**src/rtl/circuito_exp_5.sv**
```systemverilog
// Progressive memory game: control FSM plus datapath (round/address counters, ROM,
// play register, comparators, button edge detector) with debug and 7-segment outputs.
module circuito_exp_5 (
  input  logic       clock,
  input  logic       reset,
  input  logic       jogar,
  input  logic [3:0] botoes,
  output logic [3:0] leds,
  output logic       pronto,
  output logic       ganhou,
  output logic       perdeu,
  output logic       db_jogadaIgualMemoria,
  output logic       db_enderecoIgualSequencia,
  output logic       db_tem_jogada,
  output logic [3:0] db_sequencia,
  output logic [3:0] db_endereco,
  output logic [3:0] db_memoria,
  output logic [3:0] db_estado,
  output logic [3:0] db_jogada,
  output logic [6:0] display_sequencia,
  output logic [6:0] display_jogada,
  output logic [6:0] display_memoria,
  output logic [6:0] display_endereco,
  output logic [6:0] display_estado,
  output logic       db_fimS
);

  localparam logic [3:0] INICIAL     = 4'h0;
  localparam logic [3:0] PREPARACAO  = 4'h1;
  localparam logic [3:0] INICIO_SEQ  = 4'h2;
  localparam logic [3:0] ESPERA      = 4'h3;
  localparam logic [3:0] REGISTRA    = 4'h4;
  localparam logic [3:0] COMPARACAO  = 4'h5;
  localparam logic [3:0] PROXIMO     = 4'h6;
  localparam logic [3:0] PROX_SEQ    = 4'h7;
  localparam logic [3:0] FIM_GANHOU  = 4'hA;
  localparam logic [3:0] FIM_PERDEU  = 4'hE;

  logic [3:0] r_estado;
  logic [3:0] r_sequencia;
  logic [3:0] r_endereco;
  logic [3:0] r_jogada;
  logic       r_tem_jogada_d;

  logic [3:0] w_prox_estado;
  logic [3:0] w_memoria;
  logic       w_tem_jogada;
  logic       w_pulse;
  logic       w_igual;
  logic       w_end_eq_seq;
  logic       w_fim_s;

  function automatic logic [6:0] hex7(input logic [3:0] v);
    case (v)
      4'h0: hex7 = 7'b1000000;
      4'h1: hex7 = 7'b1111001;
      4'h2: hex7 = 7'b0100100;
      4'h3: hex7 = 7'b0110000;
      4'h4: hex7 = 7'b0011001;
      4'h5: hex7 = 7'b0010010;
      4'h6: hex7 = 7'b0000010;
      4'h7: hex7 = 7'b1111000;
      4'h8: hex7 = 7'b0000000;
      4'h9: hex7 = 7'b0010000;
      4'hA: hex7 = 7'b0001000;
      4'hB: hex7 = 7'b0000011;
      4'hC: hex7 = 7'b1000110;
      4'hD: hex7 = 7'b0100001;
      4'hE: hex7 = 7'b0000110;
      default: hex7 = 7'b0001110;
    endcase
  endfunction

  // Sequence ROM, read asynchronously at the current address
  always_comb begin
    case (r_endereco)
      4'h0: w_memoria = 4'h1;
      4'h1: w_memoria = 4'h2;
      4'h2: w_memoria = 4'h4;
      4'h3: w_memoria = 4'h8;
      4'h4: w_memoria = 4'h4;
      4'h5: w_memoria = 4'h2;
      4'h6: w_memoria = 4'h1;
      4'h7: w_memoria = 4'h1;
      4'h8: w_memoria = 4'h2;
      4'h9: w_memoria = 4'h2;
      4'hA: w_memoria = 4'h4;
      4'hB: w_memoria = 4'h4;
      4'hC: w_memoria = 4'h8;
      4'hD: w_memoria = 4'h8;
      4'hE: w_memoria = 4'h1;
      default: w_memoria = 4'h4;
    endcase
  end

  assign w_tem_jogada = |botoes;
  assign w_pulse      = w_tem_jogada & ~r_tem_jogada_d;
  assign w_igual      = (r_jogada == w_memoria);
  assign w_end_eq_seq = (r_endereco == r_sequencia);
  assign w_fim_s      = (r_sequencia == 4'hF);

  always_comb begin
    w_prox_estado = INICIAL;
    case (r_estado)
      INICIAL:     w_prox_estado = jogar ? PREPARACAO : INICIAL;
      PREPARACAO:  w_prox_estado = INICIO_SEQ;
      INICIO_SEQ:  w_prox_estado = ESPERA;
      ESPERA:      w_prox_estado = w_pulse ? REGISTRA : ESPERA;
      REGISTRA:    w_prox_estado = COMPARACAO;
      COMPARACAO: begin
        if (!w_igual)           w_prox_estado = FIM_PERDEU;
        else if (!w_end_eq_seq) w_prox_estado = PROXIMO;
        else if (!w_fim_s)      w_prox_estado = PROX_SEQ;
        else                    w_prox_estado = FIM_GANHOU;
      end
      PROXIMO:     w_prox_estado = ESPERA;
      PROX_SEQ:    w_prox_estado = INICIO_SEQ;
      FIM_GANHOU:  w_prox_estado = jogar ? PREPARACAO : FIM_GANHOU;
      FIM_PERDEU:  w_prox_estado = jogar ? PREPARACAO : FIM_PERDEU;
      default:     w_prox_estado = INICIAL;
    endcase
  end

  // Datapath control is decoded from the current state, so each action lands on the
  // edge that leaves that state.
  always_ff @(posedge clock) begin
    if (reset) begin
      r_estado       <= INICIAL;
      r_sequencia    <= '0;
      r_endereco     <= '0;
      r_jogada       <= '0;
      r_tem_jogada_d <= 1'b0;
    end else begin
      r_estado       <= w_prox_estado;
      r_tem_jogada_d <= w_tem_jogada;
      case (r_estado)
        PREPARACAO: begin
          r_sequencia <= '0;
          r_endereco  <= '0;
          r_jogada    <= '0;
        end
        INICIO_SEQ: r_endereco  <= '0;
        REGISTRA:   r_jogada    <= botoes;
        PROXIMO:    r_endereco  <= r_endereco + 4'd1;
        PROX_SEQ:   r_sequencia <= r_sequencia + 4'd1;
        default: ;
      endcase
    end
  end

  assign ganhou = (r_estado == FIM_GANHOU);
  assign perdeu = (r_estado == FIM_PERDEU);
  assign pronto = ganhou | perdeu;

  assign leds                      = r_jogada;
  assign db_jogadaIgualMemoria     = w_igual;
  assign db_enderecoIgualSequencia = w_end_eq_seq;
  assign db_tem_jogada             = w_tem_jogada;
  assign db_sequencia              = r_sequencia;
  assign db_endereco               = r_endereco;
  assign db_memoria                = w_memoria;
  assign db_estado                 = r_estado;
  assign db_jogada                 = r_jogada;
  assign db_fimS                   = w_fim_s;

  assign display_sequencia = hex7(r_sequencia);
  assign display_jogada    = hex7(r_jogada);
  assign display_memoria   = hex7(w_memoria);
  assign display_endereco  = hex7(r_endereco);
  assign display_estado    = hex7(r_estado);

endmodule

```
**config.mk**
```make
export PLATFORM = sky130hd
export DESIGN_NAME = circuito_exp_5
export DESIGN_NICKNAME = d
export VERILOG_FILES = /design/src/rtl/circuito_exp_5.sv
export SDC_FILE = /design/constraint.sdc
export NUM_CORES = 1
export LEC_CHECK = 0
export ABC_AREA = 0
export BUFFER_PORTS_ARGS = -buffer_cell sky130_fd_sc_hd__buf_2
export CORE_UTILIZATION = 40
export DETAILED_ROUTE_END_ITERATION = 10
export GPL_ROUTABILITY_DRIVEN = 0
export GPL_TIMING_DRIVEN = 0
export PLACE_DENSITY = 0.65
export SETUP_SLACK_MARGIN = 0.1
export SLEW_MARGIN = 20
export SYNTH_ARGS = -nofsm -noshare
export SYNTH_HDL_FRONTEND = slang
export SYNTH_SLANG_ARGS = --single-unit
```
**constraint.sdc**
```tcl
create_clock -name clock -period 2.3 [get_ports clock]
set_input_delay 0.115 -clock clock [delete_from_list [all_inputs] [get_ports clock]]
set_output_delay 0.115 -clock clock [all_outputs]
set_load 0.01 [all_outputs]
```
# Yosys cells after proc, flatten, opt, wreduce, memory -nomap -nowiden
# Memory sizes are Yosys's and may differ from the RTL's. A register that Yosys moved wholly into a read port is not among the register bits.
# Index checks and enable logic that the tools add are counted.
[word_totals]
regBits = 17
n_memories = 6
rom_bits = 624
[classes]
muxes = 20
addsub = 2
bitwise_logic = 3
n_eq_ne = 12
n_reduce_logical = 8
[mem_list]
columns = ["memory", "words", "width", "rd", "rd_clocked_by_memory_dff", "wr", "line", "rtl"]
rows = [
  ["(no name shown)", 16, 7, 1, 1, 0, "54", "case (v)"],
  ["(no name shown)", 16, 7, 1, 1, 0, "54", ""],
  ["(no name shown)", 16, 7, 1, 0, 0, "54", ""],
  ["(no name shown)", 16, 7, 1, 1, 0, "54", ""],
  ["(no name shown)", 16, 7, 1, 1, 0, "54", ""],
  ["(no name shown)", 16, 4, 1, 1, 0, "76", "case (r_endereco)"],
]
[op_table]
columns = ["operator", "count"]
rows = [
  ["$mux W4", 14],
  ["$pmux W4 S8", 1],
  ["$pmux W4 S2", 3],
  ["$eq A4 B3 Y1 const B", 4],
  ["$eq A4 B4 Y1 const B", 3],
  ["$add A4 B1 Y4 const B", 2],
  ["$eq A4 B2 Y1 const B", 2],
  ["$eq A4 B4 Y1", 2],
  ["$reduce_bool A2 Y1", 3],
  ["$reduce_or A2 Y1", 3],
  ["$eq A4 B1 Y1 const B", 1],
  ["$logic_not A4 Y1", 1],
  ["$reduce_or A4 Y1", 1],
  ["$mux W3", 1],
  ["$and A1 B1 Y1", 1],
  ["$mux W1", 1],
  ["$not A1 Y1", 1],
  ["$or A1 B1 Y1", 1],
]

# Depth between registers and ports, before layout
# Gate-level depths: netlist (run 1).
[depth]
ltp_word = 6
mapped_depth = 11

# Worst setup path after synthesis (run 1)
# Ideal clock, no wire load.
[synth_timing]
kind = "reg2reg"
from = "reg r_estado[3], in the netlist db_estado[3]"
to = "reg, netlist name display_estado[3]"
path_slack_ns = -0.241
t_required_ns = 2.221
setup_ns = 0.079
stages_incl_launch_ff = 10
arrival_time_ns = 2.462
path_cell_list = "dfxtp_1 > clkbuf_1 > clkbuf_1 > a2bb2oi_1 > o21ai_0 > o21ai_0 > ha_1 > a21o_1 > a211o_1 > o211ai_1"
[synth_between]
elab_chain_len = 4
[synth_rtl]
columns = ["element", "line", "rtl"]
rows = [
  ["from (decl)", "39", "logic [3:0] r_estado;"],
  ["from (signal assigned)", "134", "r_estado <= w_prox_estado;"],
  ["$eq A4 B1 Y1 (tied with other cells)", "104", "case (r_estado)"],
  ["$reduce_or A2 Y1 (no source line)", "-", ""],
  ["$pmux W4 S8 (*)", "104", ""],
  ["$mux W4 (no source line) (*)", "-", ""],
]
# Mark *: on every way between the ends. The rest lies on a longest branch, timed or not.
# A chain may end at the register's enable or synchronous reset.

# Final worst setup path (run 1)
[layout_timing]
from = "reg r_jogada[3], in the netlist db_jogada[3]"
to = "reg, netlist name display_estado[2]"
[layout_between]
elab_chain_len = 4
[layout_rtl]
columns = ["element", "line", "rtl"]
rows = [
  ["from (decl)", "42", "logic [3:0] r_jogada;"],
  ["from (signal assigned)", "143", "REGISTRA: r_jogada <= botoes;"],
  ["$eq A4 B4 Y1", "98", "assign w_igual = (r_jogada == w_memoria);"],
  ["$mux W4", "111", "if (!w_igual) w_prox_estado = FIM_PERDEU;"],
  ["$pmux W4 S8", "104", ""],
  ["$mux W4 (no source line)", "-", ""],
]
# No other way between the ends.

==> results.py, run 1 <==
metrics = {
    "clock_tree": {
        "h-tree-depth": 2,
        "cts_buffers": 5,
        "clkSlewWorstSetupHoldPaths_ps": 90,
        "clk_path_buf_depth": 2,
        "clock_latency_ps": 300,
        "cts_sinks": 49,
        "clockRootBuffer": "clkbuf_8",
        "cts_tree": "built",
    },
    "worst_setup_path": {
        "path_max_fanout": 8,
        "critPathLaunch": "db_jogada[3]",
        "worst-r2r-setup-slack_ps": -90,
        "worstPathArrival_ps": 2570,
        "r2r_end": "display_estado[2]",
        "critPathLaunchType": "flop",
        "rr_worst_depth": 6,
        "crit_required_ps": 2480,
        "end_kind": "flop",
        "rr_startpoint": "db_jogada[3]",
        "setup.worst_path.end": "display_estado[2]",
        "path_class": "reg -> reg",
    },
    "run_status": {
        "status": "finished with violations",
        "violations": "negative setup slack",
    },
    "floorplanning": {
        "row_count": 32,
        "die_h_microns": 91.49,
        "fp.dieArea_sq_um": 8370,
        "coreArea_sq_um": 7727,
        "pin_count": 73,
        "start_util_pct": 41.45,
        "die_x_microns": 91.49,
    },
    "routing": {
        "top_layer_used": "met4",
        "met3WireLength_microns": 430,
        "drt-met1-wl_mm": 4.022,
        "wl_per_cell_microns": 15.15,
        "viasPerCell": 5.358,
        "drt-total-wl_mm": 8.728,
        "drt_iter0_markers": 153,
        "vias": 3086,
        "route.detailed.drc": 0,
        "wl_met2_mm": 4.184,
        "antenna_left": 0,
        "drtPass1Iterations": 4,
    },
    "layout": {
        "diodes": 0,
        "layout-drive-gt1-share_pct": 39.03,
        "synthToLayoutAreaGrowth_pct": 34.92,
        "nets": 512,
        "final_cells": 576,
        "post-route-cell-area_sq_um": 4322,
        "final_core_util_pct": 55.93,
    },
    "logic_synthesis": {
        "yosysMostFrequentCell": "dfxtp_1",
        "syn_area_sq_um": 3203,
        "ys_warn_count": 0,
        "synth_top_area_share_pct": 30.63,
        "synth_top_area_cell": "dfxtp_1",
        "synthArstFlopShare_pct": 0,
        "synth.top_cells.by_area": "dfxtp_1 (31%), ha_1 (13%), mux2i_1 (4.4%)",
        "synthesis.nets": 411,
        "ys_types": 63,
        "ys_top_cells_by_count": "dfxtp_1 (49), nor2_1 (34), ha_1 (32), inv_1 (30), nand2_1 (26)",
        "synth-edff-count": 0,
        "synth_cells": 372,
        "postSynthAreaPerCell_sq_um": 8.610,
        "ys.flop_type": "dfxtp_1",
        "ys_ff_latch": 49,
        "ys_seq_area_share_pct": 30.62,
    },
    "timing": {
        "fin_ws_ps": -91.98,
        "final_hold_viol_count": 0,
        "final.setup.tns_ps": -507.8,
        "max_slew_margin_pct": 47.08,
        "maxSlewViolCount": 0,
        "period_share_pct": 104.0,
        "tightest_slew_ps": 793.8,
        "skew_ps": 3.438,
        "setup_viol": 8,
        "fmax_mhz": 418.1,
        "rsz0062_at_grt": "true",
        "fin_crit_ps": 2392,
    },
    "power_and_ir_drop": {
        "power_frac_comb_pct": 16.5,
        "leakage_nw": 1.898,
        "power_frac_seq_pct": 51.0,
        "clkPwrFrac_pct": 32.5,
        "ir_drop_v": 0.0002252,
        "powerDensity_nw_per_um2": 398.9,
        "swShare_pct": 27.37,
        "p_sw_mw": 0.4717,
        "p_int_mw": 1.252,
        "design_power_total_mw": 1.724,
    },
    "placed_design": {
        "dpl.cell_count": 546,
        "dpl_cell_area_sq_um": 3746,
        "post-dp-hpwl_mm": 6.073,
        "portBuffers": 72,
    },
    "job": {
        "cap_violations": 0,
    },
    "worst_hold_path": {
        "holdCritPathClass": "in -> reg",
        "min_from": "botoes[2]",
    },
    "grt": {
        "grt_max_degree": 15,
        "grt_antenna_before_repair": 0,
        "grt_pass1_vias": 2799,
        "grt_pass1_wl_mm": 13.78,
        "grt_overflow": 0,
        "grt_usage_pct": 20.30,
    },
}
==> cell usage in the layout, fill, tap and decap left out, types with 5 or more instances in the layout <==
cell type	count
nand2_1	25
dfxtp_2	7
nand3_1	5
inv_1	27
nor2b_1	7
nand2b_1	6
ha_1	25
dfxtp_1	33
a31oi_1	6
o22ai_1	8
a21o_1	6
dfxtp_4	9
mux2i_1	14
buf_4	27
a21oi_1	11
clkbuf_8	7
nor2_1	30
o21ai_0	14
xnor2_1	5
buf_2	73
clkbuf_1	7
a22o_1	7
==> kinds of logic (layout without fill, tap and decap cells) <==
logic type	Yosys count	in the layout	share of synthesized area, %
AOI/OAI and AO/OA	99	99	21.95
xor gates and xnor gates	11	11	3.008
adders and majority gates	32	32	12.50
buffers and inverters	53	155	6.875
DFF	49	49	30.62
muxes	18	18	7.305
and+or+nand+nor	110	110	17.73
==> sequential cells by signal (all words and copies together) (netlist names) <==
signal             cells
display_jogada         7
display_sequencia      7
r_tem_jogada_d         1
db_jogada              4
db_endereco            4
display_estado         7
db_estado              4
db_memoria             4
db_sequencia           4
display_endereco       7
==> layer usage <==
layer  vias up  global-route usage, %
met5         -                      0
met2        97                  33.65
met4         0                  5.159
li1       1522                      -
met3         9                  3.099
met1      1458                  27.39
==> per-stage QoR <==
stage | hold slack [ps] | setup WS, ps
after floorplan | 262.9 | 48.99
after global placement | 412.0 | -263.5
after detailed placement | 417.6 | -288.1
after CTS | 101.9 | -106.8
after global routing | 137.9 | -170.3
final | 113.2 | -91.98
==> final cells by class <==
cell class,count,area [sq um]
inverters,31,118.9
clock buffers,7,96.34
plain buffers,22,166.4
fillers,708,3406
well taps,102,127.6
clock inverters,1,5.005
multi-input cells,270,2258
repair buffers,94,525.5
flip-flops and latches,49,1023
==> power groups by stage <==
stage | sequential (mW) | clock, mW | combinational [mW]
floorplan | 0.915 | 0 | 0.151
global placement | 0.905 | 0 | 0.231
detailed placement | 0.906 | 0 | 0.233
CTS | 0.882 | 0.578 | 0.257
global route | 0.882 | 0.621 | 0.307
finish | 0.880 | 0.560 | 0.284
==> worst min path at each step <==
stage               slack, ps  depth (start not counted)        endpoint
floorplan                 260                          2  r_tem_jogada_d
global placement          410                          3  r_tem_jogada_d
CTS                       100                          3  r_tem_jogada_d
global route              140                          3  r_tem_jogada_d
finish                    110                          3  r_tem_jogada_d
detailed placement        420                          3  r_tem_jogada_d
==> worst max-delay path, stage by stage, from the launching register on <==
cell and delay (ps):
dfxtp_4 370, xor2_1 170, or4_4 560, or4b_4 550, a32oi_4 320, or2b_4 220
o32ai_1 80
==> timing repair <==
item | 4_1_cts | 5_1_grt
hold buffers | 0 | 0
buffers inserted | 14 | 8
endpoints found under the setup margin | 30 | 29
pin swaps | 13 | 9
resized for setup | 48 | 34
Power figures use the tool's default switching activity.
==> run 2: changes to the inputs <==
- CORE_MARGIN: unset -> 2
- CORE_UTILIZATION: 40 -> 49
- PLACE_DENSITY: 0.65 -> 0.77
==> results.py, run 2 (same netlist as run 1, synthesis figures left out) <==
metrics = {
    "routing": {
        "drtPass1Iterations": 5,
        "drt_iter0_markers": 209,
        "antenna_left": 0,
        "vias": 3176,
        "drt-total-wl_mm": 8.852,
        "wl_per_cell_microns": 16.12,
        "route.detailed.drc": 0,
        "viasPerCell": 5.785,
    },
    "placed_design": {
        "place_ws_ps": -297.5,
        "dpl.cell_count": 521,
        "dpl_cell_area_sq_um": 3715,
        "portBuffers": 72,
        "post-dp-hpwl_mm": 5.816,
    },
    "layout": {
        "final_cells": 549,
        "layout-drive-gt1-share_pct": 39.83,
        "final_core_util_pct": 67.98,
        "final_cell_mix": "buf_2 (73), dfxtp_1 (34), nor2_1 (31)",
        "post-route-cell-area_sq_um": 4317,
        "final_common_cell": "buf_2",
        "diodes": 0,
        "nets": 510,
        "synthToLayoutAreaGrowth_pct": 34.77,
    },
    "clock_tree": {
        "cts_tree": "built",
        "clkSlewWorstSetupHoldPaths_ps": 90,
        "cts_buffers": 5,
        "clockRootBuffer": "clkbuf_8",
        "cts_sinks": 49,
        "clock_latency_ps": 310,
        "h-tree-depth": 2,
        "clk_path_buf_depth": 2,
    },
    "power_and_ir_drop": {
        "ir_drop_v": 0.0003189,
        "powerDensity_nw_per_um2": 423.9,
        "leakage_nw": 1.896,
        "design_power_total_mw": 1.830,
    },
    "worst_setup_path": {
        "cp_num_buf_inv": 0,
        "end_kind": "flop",
        "path_class": "reg -> reg",
        "slowest_stage": "or4_4",
        "path_delay_family": "simple AND/OR/NAND/NOR gates",
        "worstPathArrival_ps": 2630,
        "crit_required_ps": 2530,
        "critPathLaunchType": "flop",
        "crit_chain": "xor2_2 > or4_4 > or4b_4 > a32oi_4 > a21oi_2 > o22ai_2",
        "cpPeakStageDelay_ps": 570,
        "path_max_fanout": 7,
    },
    "timing": {
        "fmax_mhz": 415.6,
        "skew_ps": 5.088,
        "max_slew_margin_pct": 48.86,
        "fin_ws_ps": -106.3,
        "setup_viol": 9,
        "final.setup.tns_ps": -585.6,
        "period_share_pct": 104.6,
        "holdWs_ps": 114.3,
        "fin_crit_ps": 2406,
        "final_hold_viol_count": 0,
        "rsz0062_at_grt": "true",
        "maxSlewViolCount": 0,
        "tightest_slew_ps": 767.1,
    },
    "grt": {
        "grt_pass1_wl_mm": 13.64,
        "grt_max_degree": 16,
        "grt_pass1_vias": 2940,
        "grt_usage_pct": 23.15,
        "grt_overflow": 0,
        "grt_antenna_before_repair": 0,
    },
    "floorplanning": {
        "fp.dieArea_sq_um": 7200,
        "start_util_pct": 50.44,
        "die_h_microns": 84.85,
        "pin_count": 73,
        "coreArea_sq_um": 6350,
        "row_count": 29,
        "die_x_microns": 84.85,
    },
    "run_status": {
        "status": "finished with violations",
        "violations": "negative setup slack",
    },
    "job": {
        "cap_violations": 0,
    },
    "worst_hold_path": {
        "holdCritPathClass": "in -> reg",
    },
}
-- run 2: changes by cell type in the layout (fill, tap and decap cells not counted), moves of 2 or more --
cell,before,now
inv_2,2,6
o21ai_4,2,0
buf_8,4,2
o22ai_2,0,2
buf_4,27,25
inv_1,27,24
o21ai_2,1,4
o22ai_1,8,6
ha_4,3,6
dfxtp_4,9,7
ha_2,4,1
-- run 2: cell type report --
cell class,instances,area [sq um]
multi-input combinational,270,2290
timing repair buffer,92,514.2
sequential,49,1017
inverter,31,118.9
tap,77,96.34
clock buffer,6,82.58
buffer,22,160.2
clock inverter,2,37.54
fill,489,2033
-- run 2: power breakdown --
part	total, mW	leakage (nW)	switching (mW)	internal [mW]
Sequential	0.882	0.406	0.0165	0.866
Clock	0.653	0.0574	0.299	0.354
Combinational	0.295	1.43	0.174	0.120
Total	1.83	1.90	0.490	1.34
-- run 2: worst reg2reg max path, cell delays in order (launching register included) --
cell	delay [ps]
dfxtp_4	380
xor2_2	150
or4_4	570
or4b_4	540
a32oi_4	310
a21oi_2	160
o22ai_2	200
-- run 2: layer usage --
layer  GRT usage, %  share of wire, %  up-vias
li1               -                 -     1520
met1          30.07                43     1509
met2          38.94                49      123
met3          3.502               5.4       24
met4          8.802               2.6        0
met5              0                 0        -
-- run 2: path summary, 6_finish.rpt --
| check | from | endpoint | slack (ps) | cells after the start |
|---|---|---|---|---|
| max reg2reg | db_jogada[0] | display_estado[6] | -110 | 6 |
| min | botoes[1] | r_tem_jogada_d | 110 | 3 |
| max | db_jogada[0] | display_estado[6] | -110 | 6 |
| min reg2reg | db_sequencia[0] | db_sequencia[0] | 620 | 2 |
-- run 2: repair_timing --
action | 4_1_cts | 5_1_grt
hold buffers | 0 | 0
resized for setup | 48 | 37
pin swaps | 15 | 11
setup buffers | 13 | 7
endpoints found under the setup margin | 30 | 29
==> run 3: changes to the inputs <==
- CORE_UTILIZATION: 49 -> 50
- PLACE_DENSITY: 0.77 -> 0.76
- clock period: 2.3 -> 2.9 ns (I/O delays scaled with it)
==> results.py, run 3 (same netlist as run 1, synthesis figures left out) <==
metrics = {
    "layout": {
        "nets": 492,
        "post-route-cell-area_sq_um": 3790,
        "layout-drive-gt1-share_pct": 25.17,
        "fillCellCount": 573,
        "final_cell_mix": "buf_2 (78), dfxtp_1 (49), nor2_1 (33), ha_1 (32), inv_1 (30)",
        "final_cells": 530,
        "diodes": 0,
        "final_common_cell": "buf_2",
        "synthToLayoutAreaGrowth_pct": 18.32,
    },
    "routing": {
        "wl_met2_mm": 3.809,
        "drt-met1-wl_mm": 3.456,
        "wl_per_cell_microns": 14.75,
        "viasPerCell": 5.658,
        "met3WireLength_microns": 410,
        "vias": 2999,
        "drt-total-wl_mm": 7.818,
        "route.detailed.drc": 0,
        "antenna_left": 0,
        "drt_iter0_markers": 186,
        "top_layer_used": "met4",
        "drtPass1Iterations": 5,
    },
    "worst_setup_path": {
        "worstPathArrival_ps": 2870,
        "path_class": "reg -> reg",
        "path_max_fanout": 10,
        "crit_chain": "buf_2 > buf_2 > nand2_1 > nor3_1 > a21oi_2 > nor2_2 > inv_1 > ha_1 > inv_1 > mux4_2",
        "end_kind": "flop",
        "cpPeakStageDelay_ps": 450,
        "crit_required_ps": 3080,
        "slowest_stage": "mux4_2",
        "critPathLaunchType": "flop",
    },
    "clock_tree": {
        "clockRootBuffer": "clkbuf_8",
        "clkSlewWorstSetupHoldPaths_ps": 90,
        "cts_sinks": 49,
        "clk_path_buf_depth": 2,
        "cts_tree": "built",
        "ctsHoldBuffers": 0,
        "clock_latency_ps": 300,
        "cts_buffers": 5,
        "h-tree-depth": 2,
    },
    "power_and_ir_drop": {
        "ir_drop_v": 0.0002506,
        "powerDensity_nw_per_um2": 337.6,
        "leakage_nw": 1.729,
        "design_power_total_mw": 1.280,
    },
    "timing": {
        "fmax_mhz": 372.1,
        "maxSlewViolCount": 0,
        "skew_ps": 9.355,
        "tightest_slew_ps": 804.2,
        "fin_crit_ps": 2687,
        "final_hold_viol_count": 0,
        "setup_viol": 0,
        "rsz0062_at_grt": "false",
        "max_slew_margin_pct": 45.89,
        "period_share_pct": 92.67,
    },
    "floorplanning": {
        "fp.dieArea_sq_um": 7063,
        "die_x_microns": 84.04,
        "row_count": 29,
        "start_util_pct": 51.03,
        "pin_count": 73,
        "coreArea_sq_um": 6277,
        "die_h_microns": 84.04,
    },
    "grt": {
        "grt_usage_pct": 21.94,
        "grt_pass1_vias": 2745,
        "grt_max_degree": 15,
        "grt_overflow": 0,
        "grt_pass1_wl_mm": 12.73,
        "grt_antenna_before_repair": 0,
    },
    "placed_design": {
        "portBuffers": 72,
        "dpl_cell_area_sq_um": 3660,
        "dpl.cell_count": 521,
        "post-dp-hpwl_mm": 5.820,
    },
    "run_status": {
        "status": "completed",
    },
    "job": {
        "cap_violations": 0,
    },
    "worst_hold_path": {
        "holdCritPathClass": "in -> reg",
    },
}
## run 3: critical path: cells and delay by family, from the launching register on
| family | cells | cell delay (ps) |
|---|---|---|
| compound gates | 1 | 120 |
| flops | 1 | 390 |
| buf+inv | 4 | 690 |
| fa+ha+maj | 1 | 330 |
| mux | 1 | 450 |
| simple gates | 3 | 580 |
## run 3: timing repair
action	4_1_cts	5_1_grt
buffers inserted	0	2
gates resized for setup	4	8
pin swaps	0	1
setup endpoints to repair	9	12
## run 3: area by class of cell
class                           count  area (sq um)  share of cell area [%]
Tap cell                           77         96.34                   2.542
Clock buffer                        6         72.57                   1.915
Multi-Input combinational cell    270          2033                   53.65
Buffer                             22         106.4                   2.806
Clock inverter                      1         8.758                  0.2311
Sequential cell                    49         980.9                   25.88
Inverter                           31         116.4                   3.070
Timing Repair Buffer               74         375.4                   9.904
## run 3: per-stage QoR
stage | util, % | hold WS, ps | setup WS [ps] | setup TNS [ps]
detailed placement | 58.30 | 462.0 | -87.24 | -232.5
floorplan | - | 292.9 | 358.7 | 0
global route | 60.37 | 129.8 | 97.69 | 0
finish | 60.37 | 156.6 | 212.6 | 0
global placement | 58.30 | 461.8 | -37.73 | -37.73
CTS | 59.74 | 144.0 | 126.6 | 0
## run 3: power by group
group | switching, mW | internal (mW)
clock network | 0.224 | 0.167
logic | 0.115 | 0.0712
registers | 0.0103 | 0.692
total | 0.349 | 0.930
## run 3: metal layers
layer  up-vias  GRT usage [%]
met5         -              0
met4         0          7.771
met3        11          4.451
met2        84          37.01
met1      1422          27.68
li1       1482              -
## run 3: path summary, 6_finish.rpt
| check | from | endpoint | slack (ps) | cells past startpoint |
|---|---|---|---|---|
| max | db_estado[2] | display_endereco[3] | 210 | 10 |
| min | botoes[3] | r_tem_jogada_d | 160 | 3 |
| max reg2reg | db_estado[2] | display_endereco[3] | 210 | 10 |
| min reg2reg | db_sequencia[0] | db_sequencia[0] | 650 | 2 |
